<file path="src/rtl/dmem_pipe.sv">
// dmem_pipe: pipelined single-port data memory with valid/ready requests, byte enables,
// out-of-range detection, configurable read latency and an optional post-reset clear sweep.
module dmem_pipe #(
    parameter int n              = 16,
    parameter int r              = 8,
    parameter int LAT            = 1,
    parameter bit CLEAR_ON_RESET = 1'b1
) (
    input  logic           clk,
    input  logic           reset,
    input  logic           req_valid,
    output logic           req_ready,
    input  logic           req_write,
    input  logic [n-1:0]   req_addr,
    input  logic [n-1:0]   req_wdata,
    input  logic [n/8-1:0] req_be,
    output logic           rsp_valid,
    output logic [n-1:0]   rsp_rdata,
    output logic           rsp_err,
    output logic           busy
);
    localparam int NB    = n / 8;
    localparam int DEPTH = 2 ** r;

    localparam logic [0:0] ST_CLEAR = 1'b0;
    localparam logic [0:0] ST_READY = 1'b1;
    localparam logic [0:0] ST_RESET = CLEAR_ON_RESET ? ST_CLEAR : ST_READY;

    localparam logic [r:0] CNT_LAST = (r + 1)'(DEPTH - 1);
    localparam logic [r:0] CNT_ONE  = (r + 1)'(1);

    logic [n-1:0] mem [DEPTH];

    logic [0:0]            state_q, state_d;
    logic [r:0]            cnt_q, cnt_d;
    logic [LAT-1:0]        vld_q, vld_d;
    logic [LAT-1:0]        err_q, err_d;
    logic [LAT-1:0][n-1:0] dat_q, dat_d;

    logic         accept;
    logic         in_range;
    logic [r-1:0] idx;
    logic         wr_en;
    logic [r-1:0] wr_addr;
    logic [n-1:0] wr_data;
    logic [NB-1:0] wr_be;

    assign idx       = req_addr[r-1:0];
    assign in_range  = (req_addr >> r) == '0;
    assign req_ready = (state_q == ST_READY);
    assign busy      = (state_q == ST_CLEAR);
    assign accept    = req_valid && req_ready;

    // The sweep and request writes share the single array write port.
    always_comb begin
        // NOTE: every signal gets a default first so no path leaves it unassigned (no latch).
        state_d = state_q;
        cnt_d   = cnt_q;
        wr_en   = 1'b0;
        wr_addr = idx;
        wr_data = req_wdata;
        wr_be   = req_be;
        if (state_q == ST_CLEAR) begin
            wr_en   = 1'b1;
            wr_addr = cnt_q[r-1:0];
            wr_data = '0;
            wr_be   = '1;
            cnt_d   = cnt_q + CNT_ONE;
            if (cnt_q == CNT_LAST) begin
                state_d = ST_READY;
            end
        end else if (accept && req_write && in_range) begin
            wr_en = 1'b1;
        end
    end

    // Stage 0 captures the response at the accepting edge; later stages just delay it.
    always_comb begin
        vld_d    = '0;
        err_d    = '0;
        dat_d    = '0;
        vld_d[0] = accept;
        err_d[0] = accept && !in_range;
        dat_d[0] = (accept && !req_write && in_range) ? mem[idx] : '0;
        for (int i = 1; i < LAT; i++) begin
            vld_d[i] = vld_q[i-1];
            err_d[i] = err_q[i-1];
            dat_d[i] = dat_q[i-1];
        end
    end

    // NOTE: sequential state uses non-blocking assignments so every flop samples pre-edge values.
    always_ff @(posedge clk) begin
        if (reset) begin
            state_q <= ST_RESET;
            cnt_q   <= '0;
            vld_q   <= '0;
            err_q   <= '0;
            dat_q   <= '0;
        end else begin
            state_q <= state_d;
            cnt_q   <= cnt_d;
            vld_q   <= vld_d;
            err_q   <= err_d;
            dat_q   <= dat_d;
        end
    end

    // NOTE: the array itself is never reset; the clear sweep zeroes it when enabled.
    always_ff @(posedge clk) begin
        if (!reset && wr_en) begin
            for (int b = 0; b < NB; b++) begin
                if (wr_be[b]) begin
                    mem[wr_addr][8*b +: 8] <= wr_data[8*b +: 8];
                end
            end
        end
    end

    assign rsp_valid = vld_q[LAT-1];
    assign rsp_err   = err_q[LAT-1];
    assign rsp_rdata = dat_q[LAT-1];

endmodule

</file>
<file path="config.mk">
export PLATFORM = sky130hd
export DESIGN_NAME = dmem_pipe
export DESIGN_NICKNAME = d
export VERILOG_FILES = /design/src/rtl/dmem_pipe.sv
export SDC_FILE = /design/constraint.sdc
export NUM_CORES = 2
export LEC_CHECK = 0
export ABC_AREA = 1
export ABC_CLOCK_PERIOD_IN_PS = 8400
export CAP_MARGIN = 30
export CORE_ASPECT_RATIO = 1.75
export CORE_MARGIN = 2
export CORE_UTILIZATION = 45
export CTS_CLUSTER_SIZE = 10
export DETAILED_ROUTE_END_ITERATION = 12
export PLACE_DENSITY_LB_ADDON = 0.1
export SYNTH_ARGS = -nofsm -noshare
export SYNTH_HDL_FRONTEND = slang
export SYNTH_SLANG_ARGS = --single-unit
</file>
<file path="constraint.sdc">
create_clock -name clk -period 8.4 [get_ports clk]
set_clock_uncertainty 0.1 [all_clocks]
set_input_delay 0.84 -clock clk [delete_from_list [all_inputs] [get_ports clk]]
set_output_delay 0.84 -clock clk [all_outputs]
set_load 0.005 [all_outputs]
</file>
### Word-level counts from Yosys, hierarchy flattened

Memories as Yosys holds them, arrays and structs flattened. A register that Yosys moved wholly into a read port is not among the register bits.
Cells that the tools add are included.

* bits in writable memories: 4096
* output and inout bits: 20
* bits in registers: 12
* memories kept: 1
* bits of input ports: 38

* add/sub/neg operators: 1
* equal/unequal tests: 1
* reductions and logical operators: 12
* multiplexer cells: 13
* bitwise logic cells: 2

Memories
* mem: words 256, width 16, read ports 1, clocked after Yosys merged registers in 1, write ports 1, RTL line 32 `logic [n-1:0] mem [DEPTH];`

Operator list (count)
* zero test 16 bit: 1
* 2-to-1 mux 16 bit: 1
* 2-to-1 mux 1 bit: 10
* adder 9 x 1 -> 9 bit (second input constant): 1
* == test 9 x 8 -> 1 bit (second input constant): 1
* 2-to-1 mux 8 bit: 1
* logical AND 1 bit: 7
* zero test 1 bit: 3
* 2-to-1 mux 2 bit: 1
* NOT 1 bit: 2
* OR reduction 2 bit: 1

### Longest topological paths before layout

* depth in word-level cells: 8
* gate-level depth with buffers: 15

### Worst setup path after synthesis

OpenSTA, ideal clock, no wires.

* path type: register -> register
* start point: reg state_q (netlist: req_ready)
* end point: mem mem[0][10], data pin
* data required time: 7.527 ns
* period minus slack after synthesis: 4.888 ns
* path buffers: 4
* cell stages (with the launch flop): 7
* setup slack: 3.512 ns
* library setup time: 0.773 ns
* arrival time: 4.015 ns
* path through: dfxtp_1 -> buf_4 -> buf_6 -> clkbuf_1 -> clkbuf_1 -> nand2_1 -> inv_1

* word-level cells in the longest chain between the ends: 1

Ends and longest elaborated chain
* start, declared: RTL line 34 `logic [0:0] state_q, state_d;`
* start signal, assigned: RTL line 101 `state_q <= state_d;`
* 2-to-1 mux 16 bit: RTL line 63 `if (state_q == ST_CLEAR) begin`
* via wr_data[10]: RTL line 45 `logic [n-1:0] wr_data;`
* end, declared: RTL line 32

The timed path passes the listed nets, and every way through them passes these cells.

### Worst setup path in the final report

* start point: reg state_q (netlist: req_ready)
* end point: mem mem[182][5] (enable)

* word-level cells in the longest chain between the ends: 8
* elaborated cells between the ends (all ways): 11
* those cells by class: mux: 7; reduce/logical: 4

Ends and longest elaborated chain
* logical AND 1 bit: RTL line 52 `assign accept = req_valid && req_ready;`
* logical AND 1 bit (2 in series): RTL line 72 `end else if (accept && req_write && in_range) begin`
* 2-to-1 mux 1 bit: RTL line 72
* 2-to-1 mux 1 bit: RTL line 63
* logical AND 1 bit: RTL line 111 `if (!reset && wr_en) begin`
* 2-to-1 mux 1 bit: RTL line 111
* 2-to-1 mux 1 bit (not written as such): RTL line 114 `mem[wr_addr][8*b +: 8] <= wr_data[8*b +: 8];`

Parallel ways exist; a longest one is shown, timed or not.

==> summary.md <==
| Metric | Value |
|---|---|
| Post-synth top area share | 72.9% |
| Die X | 467 µm |
| Hold-fix buffers, CTS | 0 |
| DR pass1 iterations | 6 |
| Ports | 58 |
| Area contributors post-synth | edfxtp_1 (73%), nand3_1 (11%), nand2_1 (9.8%) |
| Gate power share | 5.3% |
| Post-synth top flop | edfxtp_1 |
| Height of the chip | 814 µm |
| Worst-margin pin slew | 1.24 ns |
| Routed length per instance | 28.8 µm |
| Critical Path Source | req_ready$_SDFF_PP0_ |
| Die Area | 380000 µm² |
| Sequential cell fraction of total power | 53.2% |
| R2R Path Start | req_ready$_SDFF_PP0_ |
| Initial antenna violation count | 22 |
| Cts bufs inserted | 455 |
| Critical path startpoint category | register |
| Worst Setup Path Type | register to register |
| Area growth syn-to-layout | 9.26% |
| Max FO, Critical Path | 35 |
| Arr. time, crit path | 5.28 ns |
| GRT Total Usage | 28.3% |
| Port-buffer cells | 57 |
| Pint | 32.6 mW |
| Clk pin slew, worst setup/hold paths | 0.06 ns |
| Mapped Nets | 14300 |
| Synth Cell Area | 169000 µm² |
| Final period utilization | 57.1% |
| Number of synthesized flops with an enable pin | 4096 |
| Via count | 111000 |
| Reg-to-reg setup timing slack | 3.60 ns |
| Largest net degree at the start of global routing | 205 |
| Starting DRT DRC Count | 11200 |
| Syn Area/Cell | 11.8 µm² |
| Worst setup endpoint | mem[182][5]$_DFFE_PP_ |
| Unrepaired setup endpoints after global routing | false |
| Max rail drop VDD | 184 µV |
| Worst min path class | register to register |
| Final setup vio count | 0 |
| Routability congestion estimate from global placement | 0.928 |
| Total of max-cap violations | 0 |
| Rows | 297 |
| Asr flop ratio synth | 0% |
| Root Driver | clkbuf_16 |
| Routed WL | 548 mm |
| Post-route ant nets | 0 |
| CTS tree | done |
| Synthesis Warnings | 0 |
| Detailed placement HPWL | 332 mm |
| # nets final | 14000 |
| List of most frequent post-synthesis cells | nand2_1 (4390), edfxtp_1 (4096), nand3_1 (3860) |
| Mapped Cells | 14300 |
| Share of cells above drive strength 1 | 5.25% |
| Most common cell in the synthesized netlist | nand2_1 |
| Status | finished clean |
| Sw Ratio | 22.3% |
| CTS sink cnt | 4124 |
| Max Slew Vio Count | 0 |
| Via density | 5.82 |
| Clock buffer depth | 4 |
| Library cells used by synthesis | 27 |
| Core box area | 373000 µm² |
| Clock power share | 41.4% |
| Filler Cell Count | 32900 |
| Achievable Freq | 209 MHz |
| GR Overflow Total | 0 |
| Post-CTS Setup Bufs | 0 |
| Clock Latency Late Sink | 0.98 ns |
| Fin Setup TNS | 0 ns |
| P_sw | 9.33 mW |
| DR DRC count | 0 |
| Area leader, netlist | edfxtp_1 |
| Worst R2R End | mem[182][5]$_DFFE_PP_ |
| Critical Path Sink Type | register |
| Slew HR | 17.5% |
| Pwr Density | 227 nW/µm² |
| First-pass GRT wire length | 777 mm |
| Vias in the first global route | 111000 |
| PnR worst setup slack | 3.60 ns |
| Sequential area share after synthesis | 73.2% |
| Worst Path Required | 8.89 ns |
| Final Hold Fails | 0 |
| Pleak | 65.2 nW |
| Initial Util | 45.2% |
| CTS resizes | 0 |
| H-tree depth | 5 |
| FF-to-FF path depth | 8 |
| FF+latch count, synth | 4124 |
| Final min period | 4.80 ns |
| Pre-CTS setup slack | 3.18 ns |
## metrics by stage
stage	area [µm²]	hold WS [ns]	instances	total power [mW]	util, %
finish	184000	0.441	19000	41.9	49.4
global route	184000	0.452	19000	42.9	49.3
CTS	184000	0.397	19000	42.1	49.3
detailed placement	172000	0.422	18500	24.9	46.1
global placement	172000	0.416	18500	24.9	46.1
floorplan	169000	0.385	14300	24.1	-
## worst min path at each step
stage | from | endpoint | slack (ns) | cells after the start
2_1_floorplan | cnt_q[6]$_SDFFE_PP0N_ | cnt_q[6]$_SDFFE_PP0N_ | 0.39 | 2
6_report | cnt_q[0]$_SDFFE_PP0N_ | cnt_q[0]$_SDFFE_PP0N_ | 0.44 | 2
5_1_grt | cnt_q[0]$_SDFFE_PP0N_ | cnt_q[0]$_SDFFE_PP0N_ | 0.45 | 2
3_3_place_gp | cnt_q[0]$_SDFFE_PP0N_ | cnt_q[0]$_SDFFE_PP0N_ | 0.42 | 2
4_1_cts | req_valid | rsp_valid$_SDFF_PP0_ | 0.40 | 3
3_5_place_dp | cnt_q[0]$_SDFFE_PP0N_ | cnt_q[0]$_SDFFE_PP0N_ | 0.42 | 2
## layer usage
| layer | vias to the layer above | part of all wire (%) | track usage (%) |
|---|---|---|---|
| li1 | 49700 | - | - |
| met1 | 55300 | 36 | 32.8 |
| met2 | 4432 | 52 | 50.8 |
| met3 | 1113 | 5.9 | 3.61 |
| met4 | 2 | 6.2 | 15.5 |
| met5 | - | 0.0015 | 0 |
## cell type report
cell class	instances	area, µm²	share of cell area, %
Sequential cell	4124	124000	67.0
Multi-Input combinational cell	9134	39600	21.5
Clock buffer	515	11800	6.43
Tap cell	4933	6170	3.35
Timing Repair Buffer	237	2620	1.42
Inverter	41	327	0.177
Clock inverter	13	145	0.0787
Antenna cell	12	30.0	0.0163
## cell families (layout without fill, tap and decap cells)
family / Yosys count / in the layout / share of synthesized area, %
AND/OR/NAND/NOR: 8982 / 8982 / 22.9
flip-flops: 4124 / 4124 / 73.2
buffers and inverters: 1039 / 806 / 3.31
AO/OA/AOI/OAI: 148 / 148 / 0.474
adder cells (fa/ha/maj): 2 / 2 / 0.0148
XOR/XNOR: 2 / 2 / 0.0104
other: 0 / 12 / 0
## sequential cells by signal, indices dropped and copies added, names as in the netlist
signal / flops
mem: 4096
rsp_rdata: 16
cnt_q: 9
req_ready: 1
rsp_err: 1
rsp_valid: 1
## power by group through the flow
stage / Clock (mW) / Sequential [mW] / Combinational, mW
6_report: 17.4 / 22.3 / 2.22
4_1_cts: 17.6 / 22.3 / 2.21
2_1_floorplan: 0 / 22.7 / 1.37
3_3_place_gp: 0 / 22.7 / 2.19
3_5_place_dp: 0 / 22.7 / 2.20
5_1_grt: 18.3 / 22.3 / 2.35
## placed cells by master (no fill, tap or decap), types with 2 or more instances in the layout
cell                n
nand2_1          4390
edfxtp_1         4096
nand3_1          3860
nor2_1            686
clkbuf_16         466
buf_4             126
o21ai_0            68
clkdlybuf4s50_1    50
clkbuf_1           49
buf_12             45
a21oi_1            39
o22ai_1            32
dfxtp_1            27
inv_8              18
nor2_4             17
nor2_2             15
diode_2            12
inv_1              12
buf_8              10
inv_2               8
inv_6               7
nand2_2             6
inv_16              5
nor3_1              4
o21ai_1             4
buf_16              4
nor4_1              3
o21ai_2             2
o21ai_4             2
ha_1                2
clkinv_1            2
## critical path, cell delays in order (launching register included)
cell and delay (ns):
dfxtp_2 0.52, buf_4 0.49, inv_2 0.31, o21ai_2 0.39, nand2_2 0.23, nor2_4 0.62, buf_4 0.66, nand2_1 0.31
nor2_1 0.66
(Power assumes the default switching activity.)
